--- src/rtl/uart_rx_pkg.sv ---
// Shared types and encodings for the UART receive frame checker.
package uart_rx_pkg;

   typedef enum logic [2:0] {
      StIdle   = 3'd0,
      StData   = 3'd1,
      StParity = 3'd2,
      StStop   = 3'd3,
      StDone   = 3'd4
   } rx_state_e;

   localparam logic [1:0] PAR_EVEN  = 2'b00;
   localparam logic [1:0] PAR_ODD   = 2'b01;
   localparam logic [1:0] PAR_MARK  = 2'b10;
   localparam logic [1:0] PAR_SPACE = 2'b11;

endpackage

--- src/rtl/rx_parity_gen.sv ---
// Expected parity bit for a received data word under the selected parity mode.
module rx_parity_gen
   import uart_rx_pkg::*;
#(
   parameter int DATA_WIDTH = 8
) (
   input  logic [DATA_WIDTH-1:0] data,
   input  logic [1:0]            par_typ,
   output logic                  par_bit
);

   // Decode parity mode into the bit the transmitter should have sent.
   always_comb begin
      par_bit = 1'b0;
      unique case (par_typ)
         PAR_EVEN:  par_bit = ^data;
         PAR_ODD:   par_bit = ~^data;
         PAR_MARK:  par_bit = 1'b1;
         PAR_SPACE: par_bit = 1'b0;
         default:   par_bit = 1'b0;
      endcase
   end

endmodule

--- src/rtl/uart_rx_frame_check.sv ---
// UART receive framer: assembles data from mid-bit samples, checks parity and
// stop bits, and keeps saturating error counters.
module uart_rx_frame_check
   import uart_rx_pkg::*;
#(
   parameter int DATA_WIDTH = 8,
   parameter int STOP_BITS  = 1,
   parameter int CNT_WIDTH  = 8
) (
   input  logic                  CLK,
   input  logic                  RST,
   input  logic                  bit_valid,
   input  logic                  sampled_bit,
   input  logic                  PAR_EN,
   input  logic [1:0]            PAR_TYP,
   input  logic                  cnt_clr,
   output logic [DATA_WIDTH-1:0] P_DATA,
   output logic                  frame_done,
   output logic                  data_valid,
   output logic                  par_err,
   output logic                  stp_err,
   output logic                  busy,
   output logic [CNT_WIDTH-1:0]  par_err_cnt,
   output logic [CNT_WIDTH-1:0]  stp_err_cnt
);

   localparam logic [3:0]           BitLast  = 4'(DATA_WIDTH - 1);
   localparam logic                 StopLast = 1'(STOP_BITS - 1);
   localparam logic [CNT_WIDTH-1:0] CntMax   = '1;

   rx_state_e             state_q, state_d;
   logic [DATA_WIDTH-1:0] shift_q, shift_d;
   logic [3:0]            bit_cnt_q, bit_cnt_d;
   logic                  stop_cnt_q, stop_cnt_d;
   logic                  par_en_q, par_en_d;
   logic [1:0]            par_typ_q, par_typ_d;
   logic                  par_bit_q, par_bit_d;
   logic                  stp_bad_q, stp_bad_d;
   logic                  load_result;
   logic                  exp_par;
   logic [DATA_WIDTH-1:0] pdata_q;
   logic                  par_err_q, stp_err_q;
   logic [CNT_WIDTH-1:0]  par_cnt_q, par_cnt_d;
   logic [CNT_WIDTH-1:0]  stp_cnt_q, stp_cnt_d;

   rx_parity_gen #(
      .DATA_WIDTH (DATA_WIDTH)
   ) u_parity (
      .data    (shift_q),
      .par_typ (par_typ_q),
      .par_bit (exp_par)
   );

   // Frame sequencing; parity mode is frozen at the start bit.
   always_comb begin
      state_d     = state_q;
      shift_d     = shift_q;
      bit_cnt_d   = bit_cnt_q;
      stop_cnt_d  = stop_cnt_q;
      par_en_d    = par_en_q;
      par_typ_d   = par_typ_q;
      par_bit_d   = par_bit_q;
      stp_bad_d   = stp_bad_q;
      load_result = 1'b0;
      unique case (state_q)
         StIdle: begin
            if (bit_valid && !sampled_bit) begin
               state_d   = StData;
               bit_cnt_d = '0;
               par_en_d  = PAR_EN;
               par_typ_d = PAR_TYP;
               par_bit_d = 1'b0;
               stp_bad_d = 1'b0;
            end
         end
         StData: begin
            if (bit_valid) begin
               // LSB arrives first, so shift in from the top.
               shift_d   = {sampled_bit, shift_q[DATA_WIDTH-1:1]};
               bit_cnt_d = bit_cnt_q + 4'd1;
               if (bit_cnt_q == BitLast) begin
                  state_d    = par_en_q ? StParity : StStop;
                  stop_cnt_d = 1'b0;
               end
            end
         end
         StParity: begin
            if (bit_valid) begin
               par_bit_d  = sampled_bit;
               state_d    = StStop;
               stop_cnt_d = 1'b0;
            end
         end
         StStop: begin
            if (bit_valid) begin
               stp_bad_d = stp_bad_q | ~sampled_bit;
               if (stop_cnt_q == StopLast) begin
                  state_d     = StDone;
                  load_result = 1'b1;
               end else begin
                  stop_cnt_d = stop_cnt_q + 1'b1;
               end
            end
         end
         StDone:  state_d = StIdle;
         default: state_d = StIdle;
      endcase
   end

   // Saturating error counters; clear beats a coincident increment.
   always_comb begin
      par_cnt_d = par_cnt_q;
      stp_cnt_d = stp_cnt_q;
      if (cnt_clr) begin
         par_cnt_d = '0;
         stp_cnt_d = '0;
      end else if (state_q == StDone) begin
         if (par_err_q && par_cnt_q != CntMax) par_cnt_d = par_cnt_q + 1'b1;
         if (stp_err_q && stp_cnt_q != CntMax) stp_cnt_d = stp_cnt_q + 1'b1;
      end
   end

   // State registers; results load on the final stop strobe so they are valid in DONE.
   always_ff @(posedge CLK or negedge RST) begin
      if (!RST) begin
         state_q    <= StIdle;
         shift_q    <= '0;
         bit_cnt_q  <= '0;
         stop_cnt_q <= 1'b0;
         par_en_q   <= 1'b0;
         par_typ_q  <= PAR_EVEN;
         par_bit_q  <= 1'b0;
         stp_bad_q  <= 1'b0;
         pdata_q    <= '0;
         par_err_q  <= 1'b0;
         stp_err_q  <= 1'b0;
         par_cnt_q  <= '0;
         stp_cnt_q  <= '0;
      end else begin
         state_q    <= state_d;
         shift_q    <= shift_d;
         bit_cnt_q  <= bit_cnt_d;
         stop_cnt_q <= stop_cnt_d;
         par_en_q   <= par_en_d;
         par_typ_q  <= par_typ_d;
         par_bit_q  <= par_bit_d;
         stp_bad_q  <= stp_bad_d;
         par_cnt_q  <= par_cnt_d;
         stp_cnt_q  <= stp_cnt_d;
         if (load_result) begin
            pdata_q   <= shift_q;
            par_err_q <= par_en_q & (par_bit_q ^ exp_par);
            stp_err_q <= stp_bad_q | ~sampled_bit;
         end
      end
   end

   // Output decode.
   always_comb begin
      P_DATA      = pdata_q;
      par_err     = par_err_q;
      stp_err     = stp_err_q;
      frame_done  = (state_q == StDone);
      data_valid  = frame_done & ~(par_err_q | stp_err_q);
      busy        = (state_q != StIdle);
      par_err_cnt = par_cnt_q;
      stp_err_cnt = stp_cnt_q;
   end

endmodule

--- config.mk ---
export PLATFORM = sky130hd
export DESIGN_NAME = uart_rx_frame_check
export DESIGN_NICKNAME = d
export VERILOG_FILES = /design/src/rtl/uart_rx_pkg.sv /design/src/rtl/rx_parity_gen.sv /design/src/rtl/uart_rx_frame_check.sv
export SDC_FILE = /design/constraint.sdc
export NUM_CORES = 1
export LEC_CHECK = 0
export CAP_MARGIN = 20
export CORE_AREA = 2 2 70 72
export CTS_CLUSTER_DIAMETER = 30
export CTS_CLUSTER_SIZE = 28
export DETAILED_ROUTE_END_ITERATION = 12
export DIE_AREA = 0 0 72 74
export DONT_BUFFER_PORTS = 1
export GPL_TIMING_DRIVEN = 1
export PLACE_DENSITY = 0.68
export RECOVER_POWER = 100
export SLEW_MARGIN = 5
export SYNTH_ARGS = -nofsm -noshare
export SYNTH_HDL_FRONTEND = slang
export SYNTH_SLANG_ARGS = --single-unit
--- constraint.sdc ---
create_clock -name CLK -period 1.62 [get_ports CLK]
set_clock_uncertainty 0.1 [all_clocks]
set_input_delay 0.162 -clock CLK [delete_from_list [all_inputs] [get_ports CLK]]
set_output_delay 0.162 -clock CLK [all_outputs]
set_load 0.05 [all_outputs]
==> impl_results.md <==
* Vias per cell at between 5 and 6
* Routing usage on met1 at 0.228
* Status: finished, violations left
* FILL cells at between 300 and 400
* Max-slew headroom at 0.320
* Vias at 1649
* Num Clock Sinks at 46
* Core Area at 4600 µm²
* Initial core utilization at 0.482
* Fin nets at about 270
* Overflow after GRT at 0
* CTS H-tree lvls at 2
* Maximum VDD drop at about 1000 µV
* Synth async-reset ratio at 1.00
* Antenna violations before repair at 0
* Post-synth EDFFs at 0
* Crit-path max FO at 6
* Critical path required time at around 1400 ps
* Int Pwr at ~2.6 mW
* First-pass GRT wire length at about 7.2 mm
* Drt first pass iters at 4
* Area Overhead vs Synth at 29.2%
* Setup TNS at -151 ps
* Hold Crit Start: bit_valid
* M3 GR Usage at 0.0515
* Total nets after synthesis at about 220
* Hpwl dp at 3.13 mm
* Final wirelength at 4.53 mm
* Fin crit period at between 1500 and 2000 ps
* Pin count of the biggest net entering global routing at between 40 and 50
* Io pins at 37
* Post-synth top flop: dfrtp_1
* Critical R2R Capture: par_err_cnt[5]
* Crit path kind: register to output pin
* P_leak at approximately 1.3 nW
* Unrepaired setup endpoints after global routing: true
* WL/cell at between 10 and 15 µm
* Busiest grt layer: met2
* CTS root buffer: clkbuf_8
* Max clock buf depth at 2
* Pwr Density at 1490 nW/µm²
* Sw Share at 0.380
* # DRC at 0
* Synth top area share at 0.519
* Crit path DAT at 1410 ps
* GR Util met2 at 0.287
* CTS clk-pin slew, worst paths at ~80 ps
* Num CTS Buffers at 5
* Mapped Cells at between 200 and 250
* Failing checks: setup timing
* Post-synth top area cell: dfrtp_1
* Gr usage total at 0.176
* Fin. Hold Viols at 0
* Reg-to-Reg Start: state_q[0]
* Hold Crit Class: input pin to register
* Synthesized area at 2220 µm²
* Ys Warns at 0
* Sequential share of power at 0.475
* Fmax at 599 MHz
* Ant diodes at 0
* Sw Pwr at about 1.6 mW
* Hold path cells at 2
* Layout cells sized above 1 at 0.360
* Setup crit end kind: output pin
* Comb pwr share at 0.367
* CTS tree: built
* Yosys cell types at 38
* R2R cell count at 6
* Crit path from: state_q[2]
* Slew @ Worst Pin at roughly 1000 ps
* Vert. Die Dim at around 74 µm
* Sequential fraction of the synthesis area at 0.519
* Clk_lat worst skew at 290 ps
* Synth area leaders: dfrtp_1 52%, nand2_1 6.6%, mux2_2 6.1%, xnor2_1 5.1%, nor2_1 3.4%
* Hold EP: bit_cnt_q[2]
* Pre-CTS setup slack at 23.6 ps
* Final Cycle Share at 1.03
* Max-cap viol count at 0
* Post-Syn Area per Cell at about 10 µm²
* Antenna-violating nets left at 0
* Final setup viols at 7
* Final WS setup at -49.5 ps
* FF+latch count, synth at 46
* # port buffers at 0
* Startpoint types: register
* GP Congestion at a little over 0.8
* Die area at around 5300 µm²
* Post-synth top cells: 46 x dfrtp_1, 39 x nand2_1, 20 x nor2_1, 13 x xnor2_1, 12 x mux2_2
* Drt initial violations at 70
* Final core occ at 0.623
* Std-Cell Rows at 25
* R2r setup slk at -30 ps
* Top-count cell post-synth: dfrtp_1
* Clock Power Share at 0.158
* Vias in the first global route at about 1600
* Chip width at 72 µm
* Fin. max-slew vios at 0
-- sequential cells by signal (all words and copies together) (netlist names) --
signal / cells
bit_cnt_q: 4
shift_q: 8
par_en_q: 1
P_DATA: 8
stp_err: 1
par_err: 1
stp_err_cnt: 8
par_bit_q: 1
par_typ_q: 2
state_q: 3
par_err_cnt: 8
stp_bad_q: 1
-- placed cells by master, fill, tap and decap left out, types with 2 or more instances in the layout --
master         Yosys  routed
nor3_2             0       2
nand3_1            5       5
clkbuf_2           0      11
xor2_1             6       6
nor2_1            20      20
ha_1               3       3
nor3b_1            5       2
nand2_1           39      36
nor3b_4            0       3
a21oi_1            7       7
nand2_4            1       2
mux2_4             0       8
nor4_4             1       2
nand4_1            3       3
inv_1              3       3
and3_1             4       4
o21ai_0            7       4
buf_6              1       7
clkbuf_8           0       5
dlygate4sd3_1      0       6
xnor2_1           13      13
clkbuf_1           3       4
clkinv_2           0       2
buf_4              1      17
dfrtp_1           46      31
dfrtp_2            0      15
nor3_1             6       3
nand2_2            0       2
and2_1             3       3
mux2i_1            4       4
mux2_2            12       4
a31oi_1            2       2
-- repair_timing --
item	in CTS	in global routing
buffers inserted	3	2
hold buffers	6	1
pin swaps	3	5
endpoints found under the setup margin	2	27
endpoints found under the hold margin	67	16
gates resized for setup	6	27
-- worst max-delay path, cell delays in order, from the launching register on --
cell and delay (ps):
dfrtp_1 390, buf_4 150, nor3b_4 180, nor3b_4 240, buf_12 160
-- power groups by stage --
stage	clock network [mW]	logic (mW)	registers, mW
after detailed placement	0	1.32	2.04
after CTS	0.698	1.43	2.01
after global routing	0.735	1.71	2.08
after floorplan	0	0.986	2.07
final	0.674	1.57	2.02
after global placement	0	1.29	2.03
-- area by class of cell --
class | instances | area [µm²] | share of cell area
clock buffers | 6 | 72.6 | 0.0253
repair buffers | 47 | 373 | 0.130
flip-flops and latches | 46 | 1170 | 0.408
inverters | 3 | 11.3 | 0.00393
well taps | 54 | 67.6 | 0.0236
multi-input cells | 157 | 1160 | 0.405
clock inverters | 2 | 10.0 | 0.00349
-- how the worst max path moves through the flow --
stage,cells after the start,to,slack (ps)
final,4,data_valid,-50
after global routing,4,data_valid,-120
after CTS,4,data_valid,-40
after detailed placement,4,shift_q[1],20
after global placement,6,bit_cnt_q[3],30
after floorplan,3,data_valid,-250
-- metrics by stage --
step / total power, mW / area [µm²] / hold WS, ps / instances
floorplan: 3.05 / 2290 / -234 / 213
global placement: 3.32 / 2580 / -232 / 295
detailed placement: 3.36 / 2580 / -232 / 295
CTS: 4.14 / 2790 / -198 / 312
global route: 4.52 / 2870 / 26.0 / 315
finish: 4.26 / 2870 / 1.92 / 315
-- per-layer routing --
layer	wire length, µm	share of wire
met5	0	0
met4	53	0.012
met3	255	0.056
met2	2080	0.46
met1	2140	0.47
-- logic make-up after synthesis --
group | count (synthesis) | share of synthesized area
multiplexers | 16 | 0.0790
AO/OA/AOI/OAI | 20 | 0.0519
buffers and inverters | 10 | 0.0226
adder cells (fa/ha/maj) | 3 | 0.0169
XOR/XNOR | 19 | 0.0751
AND/OR/NAND/NOR | 99 | 0.235
flip-flops | 46 | 0.519
No activity file was read; power rests on OpenSTA's default activity.
==> RTL edit 1, RTL diff (same flow settings) <==
`CNT_WIDTH`: 8 -> 6.
--- a/src/rtl/uart_rx_frame_check.sv
+++ b/src/rtl/uart_rx_frame_check.sv
@@ -7,3 +7,3 @@
    parameter int STOP_BITS  = 1,
-   parameter int CNT_WIDTH  = 8
+   parameter int CNT_WIDTH  = 6
 ) (
Ports: changed (resized par_err_cnt and stp_err_cnt); port bits go from 37 to 33. The function was not compared with the original's and may differ.
==> RTL edit 1 against the original RTL <==
  * The run still ends with setup timing left
  * Sequential cell count fell by 4
  * Worst setup slack got worse by 0.035 ns
  * Cell area fell by 9.2%
  * Critical path depth rose by 1
  * Power fell by 2.1%
  * Via count fell by 10%
  * Combinational power fell by 6%
  * Core utilization fell by 5.7 points
  * Synthesized area fell by 11%
  * Routed wire length fell by 3.0%
  * Largest cell class unchanged
  * Highest routed layer unchanged
==> RTL edit 1: results (changes against the original RTL) <==
* Outcome: finished, violations left (unchanged)
* Violated checks: setup timing (unchanged)
* WHS at 0.0341 ns (was 0.00192 ns)
* Cts repair resizes at 9 (was 6)
* Max Root-Sink Buffers at 2 (unchanged)
* Via count at 1,480 (was 1,649)
* DP Wirelength at 2.86 mm (was 3.13 mm)
* Min-Delay Path Class: input pin to register (unchanged)
* Hold Vio Cnt, Final at 0 (unchanged)
* Worst EP arrival at 1.79 ns (was 1.41 ns)
* Most common library cells after synthesis: dfrtp_1 (42), nand2_1 (37), nor2_1 (18), mux2_1 (10) (was dfrtp_1 (46), nand2_1 (39), nor2_1 (20), xnor2_1 (13), mux2_2 (12))
* Grt met2 use at 31.2% (was 28.7%)
* Clock Pin Slew Worst Setup and Hold Paths at 0.08 ns (about the same)
* WL met1 at 1.88 mm (was 2.14 mm)
* # nets final at 240 (was 271)
* Drt pass-1 iters at 4 (unchanged)
* Setup violations, final at 18 (was 7)
* Post-Place Worst Slack at 0.0381 ns (was 0.0236 ns)
* Number of distinct library cells after synthesis at 35 (was 38)
* CTS HTree Levels at 2 (unchanged)
* Initial antenna violation count at 0 (unchanged)
* Post-CTS Setup Bufs at 5 (was 3)
* First-pass GRT wire length at 7.02 mm (was 7.22 mm)
* Part of the Yosys area used for sequential elements at 53.0% (was 51.9%)
* Crit path max fanout at 6 (unchanged)
* Syn Nets at 193 (was 224)
* VDD IR max at 1.13 mV (was 1.02 mV)
* Met2 WL post-DR at 2.27 mm (was 2.08 mm)
* Diodes inserted at 0 (unchanged)
* Pleak at 1.18 nW (was 1.34 nW)
* Leading register cell type out of synthesis: dfrtp_1 (unchanged)
* Setup TNS at -0.910 ns (was -0.151 ns)
* Met3 wire length at 191 um (was 255 um)
* Port bufs at 0 (unchanged)
* Largest net degree at the start of global routing at 43 (was 47)
* Global routing met1 resource utilization at 19.7% (was 22.8%)
* DP Area at 2270 sq um (was 2580 sq um)
* Share of layout cells above drive strength 1 at 34.8% (was 36.0%)
* Worst Max-Slew Pin Slew at 1.03 ns (was 1.02 ns)
* Synth top area cells: dfrtp_1 (53%), nand2_1 (7.0%), mux2_1 (5.7%) (was dfrtp_1 (52%), nand2_1 (6.6%), mux2_2 (6.1%))
* M3 GR Usage at 5.42% (was 5.15%)
* Vias in the first global route at 1,473 (was 1,627)
* Syn Inst Count at 182 (was 213)
* Util after Layout at 56.6% (was 62.3%)
* Clock Latency Late Sink at 0.30 ns
* TritonCTS buffer count at 5 (unchanged)
* Tot GR Track Use at 17.5% (was 17.6%)
* DRT Wirelength at 4.39 mm (was 4.53 mm)
* CTS Root Cell: clkbuf_8 (unchanged)
* # hold bufs at CTS at 8 (was 6)
* Max Used Layer: met4 (unchanged)
* Final GP Congestion at 0.729 (was 0.824)
* Routed len/inst at 15.5 um (was 14.4 um)
* Setup slack after layout at -0.0843 ns (was -0.0495 ns)
* Fillers at 407 (was 384)
* 1st-iter DRT viols at 52 (was 70)
* Async set or reset register ratio after synthesis at 100% (unchanged)
* Placed cell count at 255 (was 295)
[RTL edit 1: cell types whose count changed after synthesis, sizes merged, moves of 2 or more]
cell / before / now
nor3: 6 / 0
nand3: 5 / 0
and2: 4 / 0
dfrtp: 46 / 42
xnor2: 13 / 9
nand2: 40 / 37
o21ai: 7 / 4
xor2: 6 / 9
a21oi: 7 / 5
and4bb: 2 / 0
nand4bb: 0 / 2
nor2: 20 / 18
nor2b: 0 / 2
nor3b: 5 / 3
[RTL edit 1: final timing paths]
kind                       startpoint    endpoint  depth (start not counted)
max                        state_q[2]  shift_q[2]                          5
min reg2reg                 stp_bad_q   stp_bad_q                          2
min in group asynchronous         RST   P_DATA[3]                          2
max reg2reg                state_q[2]  shift_q[2]                          5
min                         bit_valid  state_q[1]                          3
max in group asynchronous         RST     stp_err                          2
[RTL edit 1: cell families after synthesis]
logic type      count (synthesis)  share of synthesized area [%]
compound gates                 14                           5.74
xor+xnor                       18                           7.95
fa+ha+maj                       3                           1.89
buf+inv                        10                           2.46
flops                          42                           53.0
mux                            16                           8.83
simple gates                   79                           20.1
[RTL edit 1: layout make-up]
| cell class | instances | share of cell area (%) |
|---|---|---|
| multi-input cells | 130 | 38.4 |
| clock buffers | 6 | 3.17 |
| flip-flops and latches | 42 | 40.7 |
| repair buffers | 46 | 13.9 |
| inverters | 4 | 0.721 |
| well taps | 54 | 2.60 |
| clock inverters | 2 | 0.481 |
[RTL edit 1: report_power, final]
group	switching [W]	leakage (nW)	internal, W
clock network	0.000371	0.0472	0.000343
logic	0.000702	0.599	0.000771
registers	0.000616	0.532	0.00137
total	0.00169	1.18	0.00249
[RTL edit 1: critical path: stages, from the launching register on]
cell and delay [ns]:
dfrtp_1 0.43, buf_4 0.15, nand2b_4 0.17, nor3b_4 0.25
buf_6 0.18, mux2_4 0.31
==> RTL edit 2, RTL diff (config.mk and constraints unchanged) <==
Without the edit above. Make the reset (`RST`) synchronous in one clocked block.
--- a/src/rtl/uart_rx_frame_check.sv
+++ b/src/rtl/uart_rx_frame_check.sv
@@ -123,3 +123,3 @@
    // State registers; results load on the final stop strobe so they are valid in DONE.
-   always_ff @(posedge CLK or negedge RST) begin
+   always_ff @(posedge CLK) begin
       if (!RST) begin
Behaviour: differs if RST is asserted again (counterexample within 4 cycles, from zero or initial values and one cycle with RST low); with RST held inactive, the same outputs for 10 cycles.
==> RTL edit 2 against the original RTL <==
  * The flow still finishes with violations (setup timing)
  * Synthesized area is 6.5% lower
  * Cell area down 6.9%
  * Register-to-register slack gained 0.03 ns
  * Global-route usage rose by 0.27 points
  * Sequential cell count unchanged
  * Critical path type unchanged
  * Worst setup slack better by 0.0055 ns
  * Sequential share of layout area fell by 5.8 points
  * Count of clock-buffer cells in the layout is 1 higher
  * Routed wire length rose by 0.29%
Power is not compared: it rests on default switching activity, and its combinational part moved more than twofold at a synthesized area within 25%.
==> RTL edit 2: results (changes against the original RTL) <==
* Most common library cells after synthesis: nand2_1 (47), dfxtp_1 (46), nor2_1 (23), a21boi_0 (20), xnor2_1 (15) (was dfrtp_1 (46), nand2_1 (39), nor2_1 (20), xnor2_1 (13), mux2_2 (12))
* Setup slack after layout at -0.0441 ns (was -0.0495 ns)
* Violated checks: setup timing (unchanged)
* DP Area at 2480 sq um (was 2580 sq um)
* DRT Wirelength at 4.54 mm (was 4.53 mm)
* RR Endpoint: bit_cnt_q[0] (was par_err_cnt[5])
* Part of the Yosys area used for sequential elements at 44.4% (was 51.9%)
* WHS at 0.0256 ns (was 0.00192 ns)
* Async set or reset register ratio after synthesis at 0% (was 100%)
* Syn Nets at 252 (was 224)
* Syn Inst Count at 241 (was 213)
* Post-Place Worst Slack at -0.0234 ns (was 0.0236 ns)
* Leading register cell type out of synthesis: dfxtp_1 (was dfrtp_1)
* Placed cell count at 327 (was 295)
* Outcome: finished, violations left (unchanged)
* Vias/cell at 5.24 (was 5.23)
* Largest net degree at the start of global routing at 30 (was 47)
* Worst Max-Slew Pin Slew at 0.913 ns (was 1.02 ns)
* Final GP Congestion at 0.806 (was 0.824)
* Crit path max fanout at 8 (was 6)
* DP Wirelength at 3.12 mm (was 3.13 mm)
* WHS Path Cells at 3 (was 2)
* Slowest CP cell: dfxtp_4 (was dfrtp_1)
* Post-CTS Setup Bufs at 1 (was 3)
* Setup TNS at -0.0441 ns (was -0.151 ns)
* Pwr Total at 0.00202 W
* Fillers at 430 (was 384)
* Routed len/inst at 13.2 um (was 14.4 um)
* Synth top area cells: dfxtp_1 (44%), nand2_1 (8.5%), a21boi_0 (7.2%) (was dfrtp_1 (52%), nand2_1 (6.6%), mux2_2 (6.1%))
* Tot GR Track Use at 17.8% (was 17.6%)
* Worst hold start: sampled_bit (was bit_valid)
* Hold Path Sink: stp_bad_q (was bit_cnt_q[2])
* Vias in the first global route at 1,655 (was 1,627)
* Setup violations, final at 1 (was 7)
* R2R Setup Slk at 0 ns (was -0.03 ns)
* Cts repair resizes at 3 (was 6)
* Share of layout cells above drive strength 1 at 26.1% (was 36.0%)
* Number of distinct library cells after synthesis at 36 (was 38)
* Reg2Reg Depth at 5 (was 6)
* 1st-iter DRT viols at 118 (was 70)
## RTL edit 2: changes by cell type in the layout (fill, tap and decap cells not counted), sizes merged, moves of 3 or more
cell    delta
dfrtp     -46
buf        -4
dfxtp     +46
and3       -3
or3        +4
nor2       +3
nand3      +6
mux2      -12
a21boi    +20
nor4       -3
nand2      +7
o211ai     +3
clkbuf    +11
## RTL edit 2: cell type report
cell class | instances | area (sq um) | area share [%]
multi-input cells | 181 | 1190 | 44.6
flip-flops and latches | 46 | 935 | 35.0
repair buffers | 53 | 359 | 13.5
clock buffers | 7 | 96.3 | 3.61
well taps | 54 | 67.6 | 2.53
inverters | 3 | 11.3 | 0.422
clock inverters | 1 | 8.76 | 0.328
## RTL edit 2: metal layers
| metal | vias up | share of wire [%] | global-route usage [%] |
|---|---|---|---|
| met5 | - | 0 | 0 |
| met4 | 0 | 1.2 | 5.66 |
| met3 | 4 | 6.1 | 5.42 |
| met2 | 58 | 47 | 30.1 |
| met1 | 830 | 46 | 22.0 |
| li1 | 916 | - | - |
## RTL edit 2: cells by family after synthesis
family | synth area share (%)
DFF | 44.4
adders and majority gates | 1.81
buffers and inverters | 3.74
muxes | 0.966
and+or+nand+nor | 27.0
AOI/OAI and AO/OA | 13.6
xor gates and xnor gates | 8.45
## RTL edit 2: how the worst max path moves through the flow
stage / start / endpoint
after floorplan: state_q[0] / data_valid
after global routing: state_q[1] / data_valid
final: state_q[0] / data_valid
after detailed placement: state_q[0] / shift_q[4]
after CTS: state_q[1] / data_valid
after global placement: state_q[0] / bit_cnt_q[1]
## RTL edit 2: worst min-delay path: cells and delay by family
| kind | cells | cell delay, ns |
|---|---|---|
| AO/OA/AOI/OAI | 1 | 0.14 |
| AND/OR/NAND/NOR | 2 | 0.07 |
